[config.mk]
export PLATFORM = sky130hd
export DESIGN_NAME = pipeline_ctrl
export DESIGN_NICKNAME = d
export VERILOG_FILES = /design/src/rtl/pipeline_ctrl.sv
export SDC_FILE = /design/constraint.sdc
export NUM_CORES = 1
export LEC_CHECK = 0
export CAP_MARGIN = 40
export CORE_MARGIN = 2
export CORE_UTILIZATION = 40
export DETAILED_ROUTE_END_ITERATION = 7
export GPL_ROUTABILITY_DRIVEN = 0
export PLACE_DENSITY = 0.7
export SKIP_CTS_REPAIR_TIMING = 1
export SYNTH_ARGS = -nofsm -noshare
export SYNTH_HDL_FRONTEND = slang
export SYNTH_SLANG_ARGS = --single-unit
[constraint.sdc]
create_clock -name clk_i -period 6.7 [get_ports clk_i]
set_input_delay 1.005 -clock clk_i [delete_from_list [all_inputs] [get_ports clk_i]]
set_output_delay 1.005 -clock clk_i [all_outputs]
set_load 0.02 [all_outputs]
[src/rtl/pipeline_ctrl.sv]
// Stall/flush sequencer for the 5-stage RV32I pipeline: load-use interlock,
// MDU and data-memory wait states, branch flushes, timeout flag and stall counter.
module pipeline_ctrl #(
  parameter int unsigned MEM_TIMEOUT = 64,
  parameter int unsigned CNT_W       = 32
) (
  input  logic             clk_i,
  input  logic             rst_ni,
  input  logic [4:0]       rs1_addrD,
  input  logic [4:0]       rs2_addrD,
  input  logic [4:0]       rd_addrE,
  input  logic             rd_wrenE,
  input  logic             wb_selE,
  input  logic             br_selE,
  input  logic             mdu_startE,
  input  logic             mdu_done,
  input  logic             lsu_reqM,
  input  logic             lsu_ack,
  output logic             stallF,
  output logic             stallD,
  output logic             stallE,
  output logic             stallM,
  output logic             flushD,
  output logic             flushE,
  output logic             flushM,
  output logic             flushW,
  output logic             mdu_start_o,
  output logic             mem_err_o,
  output logic [CNT_W-1:0] stall_cnt_o
);

  localparam int unsigned WC_W = $clog2(MEM_TIMEOUT + 1);

  typedef enum logic [1:0] {RUN, MDU_WAIT, MEM_WAIT} state_t;

  state_t            r_state, w_state_nxt;
  logic [WC_W-1:0]   r_wait_cnt, w_wait_cnt_nxt;
  logic              r_mem_err, w_set_err;
  logic [CNT_W-1:0]  r_stall_cnt;
  logic              w_lu, w_eval;
  logic              w_stallF, w_stallD, w_stallE, w_stallM;
  logic              w_flushD, w_flushE, w_flushM, w_flushW, w_mdu_start;

  assign w_lu = wb_selE & rd_wrenE & (rd_addrE != 5'd0) &
                ((rd_addrE == rs1_addrD) | (rd_addrE == rs2_addrD));

  always_comb begin
    w_state_nxt    = r_state;
    w_wait_cnt_nxt = r_wait_cnt;
    w_set_err      = 1'b0;
    w_eval         = 1'b0;
    w_stallF       = 1'b0;
    w_stallD       = 1'b0;
    w_stallE       = 1'b0;
    w_stallM       = 1'b0;
    w_flushD       = 1'b0;
    w_flushE       = 1'b0;
    w_flushM       = 1'b0;
    w_flushW       = 1'b0;
    w_mdu_start    = 1'b0;
    unique case (r_state)
      RUN: begin
        if (lsu_reqM & ~lsu_ack) begin
          {w_stallF, w_stallD, w_stallE, w_stallM, w_flushW} = '1;
          w_state_nxt    = MEM_WAIT;
          w_wait_cnt_nxt = WC_W'(1);
        end else begin
          w_eval = 1'b1;
        end
      end
      MDU_WAIT: begin
        if (!mdu_done) begin
          {w_stallF, w_stallD, w_stallE, w_flushM} = '1;
        end else begin
          w_state_nxt = RUN;
        end
      end
      MEM_WAIT: begin
        // An ack releases MEM and lets the held EX/ID work be acted on in the same cycle.
        if (lsu_ack) begin
          w_state_nxt    = RUN;
          w_wait_cnt_nxt = '0;
          w_eval         = 1'b1;
        end else begin
          {w_stallF, w_stallD, w_stallE, w_stallM, w_flushW} = '1;
          if (r_wait_cnt == WC_W'(MEM_TIMEOUT - 1)) begin
            w_set_err      = 1'b1;
            w_state_nxt    = RUN;
            w_wait_cnt_nxt = '0;
          end else begin
            w_wait_cnt_nxt = r_wait_cnt + WC_W'(1);
          end
        end
      end
      default: w_state_nxt = RUN;
    endcase

    if (w_eval) begin
      if (mdu_startE) begin
        w_mdu_start = 1'b1;
        {w_stallF, w_stallD, w_stallE, w_flushM} = '1;
        w_state_nxt = MDU_WAIT;
      end else if (br_selE) begin
        {w_flushD, w_flushE} = '1;
      end else if (w_lu) begin
        {w_stallF, w_stallD, w_flushE} = '1;
      end
    end
  end

  always_ff @(posedge clk_i or negedge rst_ni) begin
    if (!rst_ni) begin
      r_state     <= RUN;
      r_wait_cnt  <= '0;
      r_mem_err   <= 1'b0;
      r_stall_cnt <= '0;
    end else begin
      r_state    <= w_state_nxt;
      r_wait_cnt <= w_wait_cnt_nxt;
      if (w_set_err) r_mem_err <= 1'b1;
      if (w_stallF && (r_stall_cnt != '1)) r_stall_cnt <= r_stall_cnt + CNT_W'(1);
    end
  end

  assign stallF      = w_stallF & rst_ni;
  assign stallD      = w_stallD & rst_ni;
  assign stallE      = w_stallE & rst_ni;
  assign stallM      = w_stallM & rst_ni;
  assign flushD      = w_flushD & rst_ni;
  assign flushE      = w_flushE & rst_ni;
  assign flushM      = w_flushM & rst_ni;
  assign flushW      = w_flushW & rst_ni;
  assign mdu_start_o = w_mdu_start & rst_ni;
  assign mem_err_o   = r_mem_err;
  assign stall_cnt_o = r_stall_cnt;

endmodule

After elaboration in Yosys (flattened, before gate mapping)
Cells that the tools add are included.

Bits in registers: 42. Input port bits: 24.

Reduce and logical (&&, ||, !) cells: 5. Eq/ne operators: 7. Bitwise gates (word level): 13. Add/subtract/negate cells: 2. Multiplexer cells: 40.

Operator list (number): adder 32 x 1 -> 32 bit, second input constant (1); != test 32 bit, second input constant (1); 2-to-1 mux 1 bit (26); 2-to-1 mux 7 bit (3); one-hot mux 7 bit (2 select lines) (1); 2-to-1 mux 2 bit (6); AND 1 bit (11); == test 5 bit (2); adder 7 x 1 -> 7 bit, second input constant (1); == test 7 x 6 -> 1 bit, second input constant (1); one-hot mux 2 bit (3 select lines) (1); nonzero test 5 bit (1); one-hot mux 1 bit (2 select lines) (2); one-hot mux 1 bit (3 select lines) (1); == test 2 x 1 -> 1 bit, second input constant (1); == test 2 bit, second input constant (1); zero test 2 bit (1); != test 2 bit, second input constant (1); AND reduction 2 bit (1); nonzero test 2 bit (1); logical AND 1 bit (1); NOT 1 bit (1); bitwise OR 1 bit (1).

Longest topological paths before layout
Depth in word-level cells: 9. Mapped depth: 8. Depth with buffers taken out: 7.

Worst setup path after synthesis
OpenSTA, ideal clock, no wires.

Path kind: input to output. From: input lsu_reqM. To: output stallF. Data arrival time: 2640 ps. Path buffers: 3. Slack: 3055 ps. Data required time: 5695 ps. Cell stages on the path: 7. Cell sequence: o21ba_1 or4_1 o21a_1 buf_6 buf_6 nor2_1 buf_4.

Word-level cells in the longest chain between the ends: 8.

RTL lines: start, declared (line 17) `input logic lsu_reqM,`; AND 1 bit (*) (line 63) `if (lsu_reqM & ~lsu_ack) begin`; 2-to-1 mux 1 bit; one-hot mux 1 bit (3 select lines); 2-to-1 mux 1 bit (3 in series); 2-to-1 mux 1 bit (*); AND 1 bit (*); end, declared (line 19) `output logic stallF,`.

Mark *: on every way between the ends. The rest lies on a longest branch, timed or not.

Worst setup path after layout
From: input rd_addrE[1]. To: output stallD.

Word-level cells in the longest chain between the ends: 8.

RTL lines: start, declared (line 11) `input logic [4:0] rd_addrE,`; == test 5 bit / nonzero test 5 bit (equally long branches) (line 45, 44); bitwise OR 1 bit / AND 1 bit (equally long branches) (line 45, 44); AND 1 bit (*) (line 44) `assign w_lu = wb_selE & rd_wrenE & (rd_addrE != 5'd0) &`; 2-to-1 mux 1 bit (*) (line 105) `end else if (w_lu) begin`; 2-to-1 mux 1 bit (*) (line 103) `end else if (br_selE) begin`; 2-to-1 mux 1 bit (*) (line 99) `if (mdu_startE) begin`; 2-to-1 mux 1 bit (*) (line 98) `if (w_eval) begin`; AND 1 bit (*) (line 126) `assign stallD = w_stallD & rst_ni;`; end, declared (line 20) `output logic stallD,`.

Marked as above.

==> summary.txt <==
Route
  – WL final: approximately 5.4 mm
  – Wirelength per Cell: 14.3 µm
  – Vias after detailed routing: around 2000
  – DRC: 0
  – DR vias/cell: 5.25
  – Pre-antenna DRT Iters: 4
  – DR iter-0 viols: 64
  – Antenna Nets Post-Route: 0

Floorplanning
  – Area of the die: between 6000 and 7000 µm²
  – Core Area: roughly 5600 µm²
  – Initial Utilization: a little over two fifths
  – Core Rows: 27
  – Die X: 80.6 µm
  – I/O Pins: 66
  – Die H: 80.6 µm

Pwr
  – Switch Pwr: 230 µW
  – Comb pwr share: 30.1%
  – Clock Power Share: 23.7%
  – Reg power frac: between 40 and 50%
  – Switching share of total power: between 30% and 40%
  – Leak: 0.00128 µW
  – Peak supply drop: around 0.15 mV
  – Cell Int Power: 476 µW
  – Pwr per Cell Area: 224 nW/µm²

Global route
  – Antenna violations before repair: 0
  – GRT Resource Usage Total: 18.0%
  – Global-route wire length before repair: slightly above 9 mm
  – Gr ovfl total: 0
  – Vias in the first global route: roughly 1900
  – Largest net degree at the start of global routing: 26

STA
  – Final setup vio count: 0
  – Actual slew at the worst max-slew pin: just under 0.7 ns
  – Period utilization: 68.8%
  – Final TNS setup: 0 ns
  – Fmax achieved: roughly 220 MHz
  – Worst clock skew: 0.00552 ns
  – Fin. max-slew vios: 0
  – Final Hold Fails: 0
  – Fin crit period: 4.61 ns
  – RSZ-0062 raised after global routing: false
  – Slew HR: 54.0%

Synthesis
  – Synth Area in Compound Gates: 9.07%
  – Main combinational cell family by area after synthesis: simple AND/OR/NAND/NOR gates
  – Yosys reg bits: 42
  – Post-synthesis xor/xnor area fraction: 14.9%
  – Post-Synth Adder-Cell Area: 1.07%
  – Multiplexer share of the synthesized area: 1.44%
  – Synth Net Count: 264
  – Sequential area share after synthesis: approximately 45%
  – Synthesized cell area: 2350 µm²
  – Post-synth cell types: between 40 and 50
  – Synth area leader: dfrtp_1
  – Synth Warn #: 0
  – Synth top area share: between 40% and 50%
  – EDFF count, synth: 0
  – Synth Area in Simple Gates: around a quarter
  – Area contributors post-synth: dfrtp_1 (45%), xor2_1 (9.7%), xnor2_1 (5.2%)
  – FFs w/ async S/R, synth: 100%
  – Post-synth top flop: dfrtp_1
  – Mapped Avg Cell Area: 9.86 µm²
  – Synth Instances: approximately 240

Place
  – Inst Count DP: roughly 370
  – Port bufs: 65
  – Dpl hpwl: 4.20 mm

Clock network
  – Deepest clock path buffer count: 2
  – Clock Latency Late Sink: roughly 0.28 ns
  – H-tree levels: 2
  – Root Driver: clkbuf_8
  – Clk sinks: 42
  – Cts bufs inserted: 5
  – Reg clk slew, reported paths: roughly 0.080 ns
  – Clock tree from TritonCTS: yes

Setup path
  – Startpoint types: input port
  – Critical path type: in -> out
  – Crit Path Max Fanout: 17
  – Setup crit end kind: output port
  – CP max-delay cell: clkdlybuf4s50_1
  – CP peak stage delay: 0.57 ns
  – Worst EP arrival: ~3.6 ns
  – Worst EP required: 5.69 ns
  – CP Cell Sequence: clkdlybuf4s50_1 -> or4_1 -> o211ai_1 -> or4_1 -> o21a_1 -> nor2_1 -> clkdlybuf4s50_1

Finish
  – Final Util: 56.5%
  – Non-filler cells, final: 377
  – Area grow syn2layout: 34.1%
  – Share of layout cells above drive strength 1: 6.56%
  – Ant diodes: 0
  – Fin nets: 330

Min path
  – Worst Hold Class: reg -> reg

Run
  – Maxcap violations: 0

Run status
  – Status: finished, final reports clean
[synthesized netlist by cell type (all sizes together) (2+ instances only)]
cell type and instances:
ha 2, buf 6, nand2 17, nor2 18
xnor2 14, mux2 3, or2 2, inv 6
a21o 2, a21oi 3, and3 9, nand4 10
or4 2, nor4b 5, nor4 6, nor3 12
xor2 26, and4 2, dfrtp 42, o21ai 9
o31ai 2, nand3 17, nor3b 3
[registers in the layout, indices dropped and copies added (netlist names)]
register,count
r_state,2
r_wait_cnt,7
stall_cnt_o,32
mem_err_o,1
[stage by stage]
stage	hold WS (ns)	instance area (µm²)	total power, µW	setup WS (ns)
3_5_place_dp	0.489	3050	547	2.07
3_3_place_gp	0.451	3020	542	2.11
2_1_floorplan	0.460	2350	447	3.05
4_1_cts	0.503	3150	716	2.07
5_1_grt	0.513	3150	752	1.91
6_report	0.498	3150	706	2.09
[layout by cell type (no fill, tap or decap), drive strengths merged, types with 2 or more instances in the layout]
cell type,count
clkdlybuf4s50,64
a21o,2
o21ai,9
nand4,10
clkbuf,6
or4,2
xnor2,14
nor4b,5
xor2,26
and3,9
o31ai,2
or2,2
ha,2
nor3b,3
dfrtp,42
nor3,12
and4,2
inv,6
nand2,17
nand3,17
mux2,3
nor2,18
a21oi,3
nor4,6
buf,2
[cells by family (layout without fill, tap and decap cells)]
group                    count (synthesis)  count (layout)
flip-flops                              42              42
AO/OA/AOI/OAI                           30              30
multiplexers                             3               3
adder cells (fa/ha/maj)                  2               2
buffers and inverters                   13              80
XOR/XNOR                                40              40
AND/OR/NAND/NOR                        108             108
[final timing paths]
check	start	endpoint	slack [ns]	depth (start not counted)
worst max-delay path	rd_addrE[1]	stallD	2.09	7
worst min-delay path	mem_err_o	mem_err_o	0.50	1
worst max register to register	r_state[1]	stall_cnt_o[22]	4.24	5
worst min register to register	mem_err_o	mem_err_o	0.50	1
max in group asynchronous	rst_ni	stall_cnt_o[24]	5.50	2
min in group asynchronous	rst_ni	r_wait_cnt[6]	0.69	1
[worst max-delay path, delay by kind of cell]
family | cells | cell delay (ns)
and+or+nand+nor | 3 | 0.85
buffers and inverters | 2 | 1.03
AOI/OAI and AO/OA | 2 | 0.72
[layout make-up]
cell class                      count  area, µm²
Clock buffer                        6       82.6
Clock inverter                      2       12.5
Fill cell                         517       2430
Inverter                            6       22.5
Multi-Input combinational cell    183       1210
Sequential cell                    42       1050
Tap cell                           72       90.1
Timing Repair Buffer               66        673
[power by group through the flow]
| stage | Combinational [µW] | Clock (µW) | Sequential, µW |
|---|---|---|---|
| after floorplan | 95.2 | 0 | 352 |
| after global placement | 211 | 0 | 331 |
| after detailed placement | 215 | 0 | 332 |
| after CTS | 216 | 174 | 327 |
| after global routing | 229 | 190 | 333 |
| final | 213 | 167 | 326 |
[per-layer routing]
metal  vias up  wire, µm  GRT usage (%)
li1        992         -              -
met1       938      2630           25.7
met2        43      2530           28.1
met3         6       190           4.04
met4         0        51           3.90
met5         -         0              0
(Power assumes the default switching activity.)
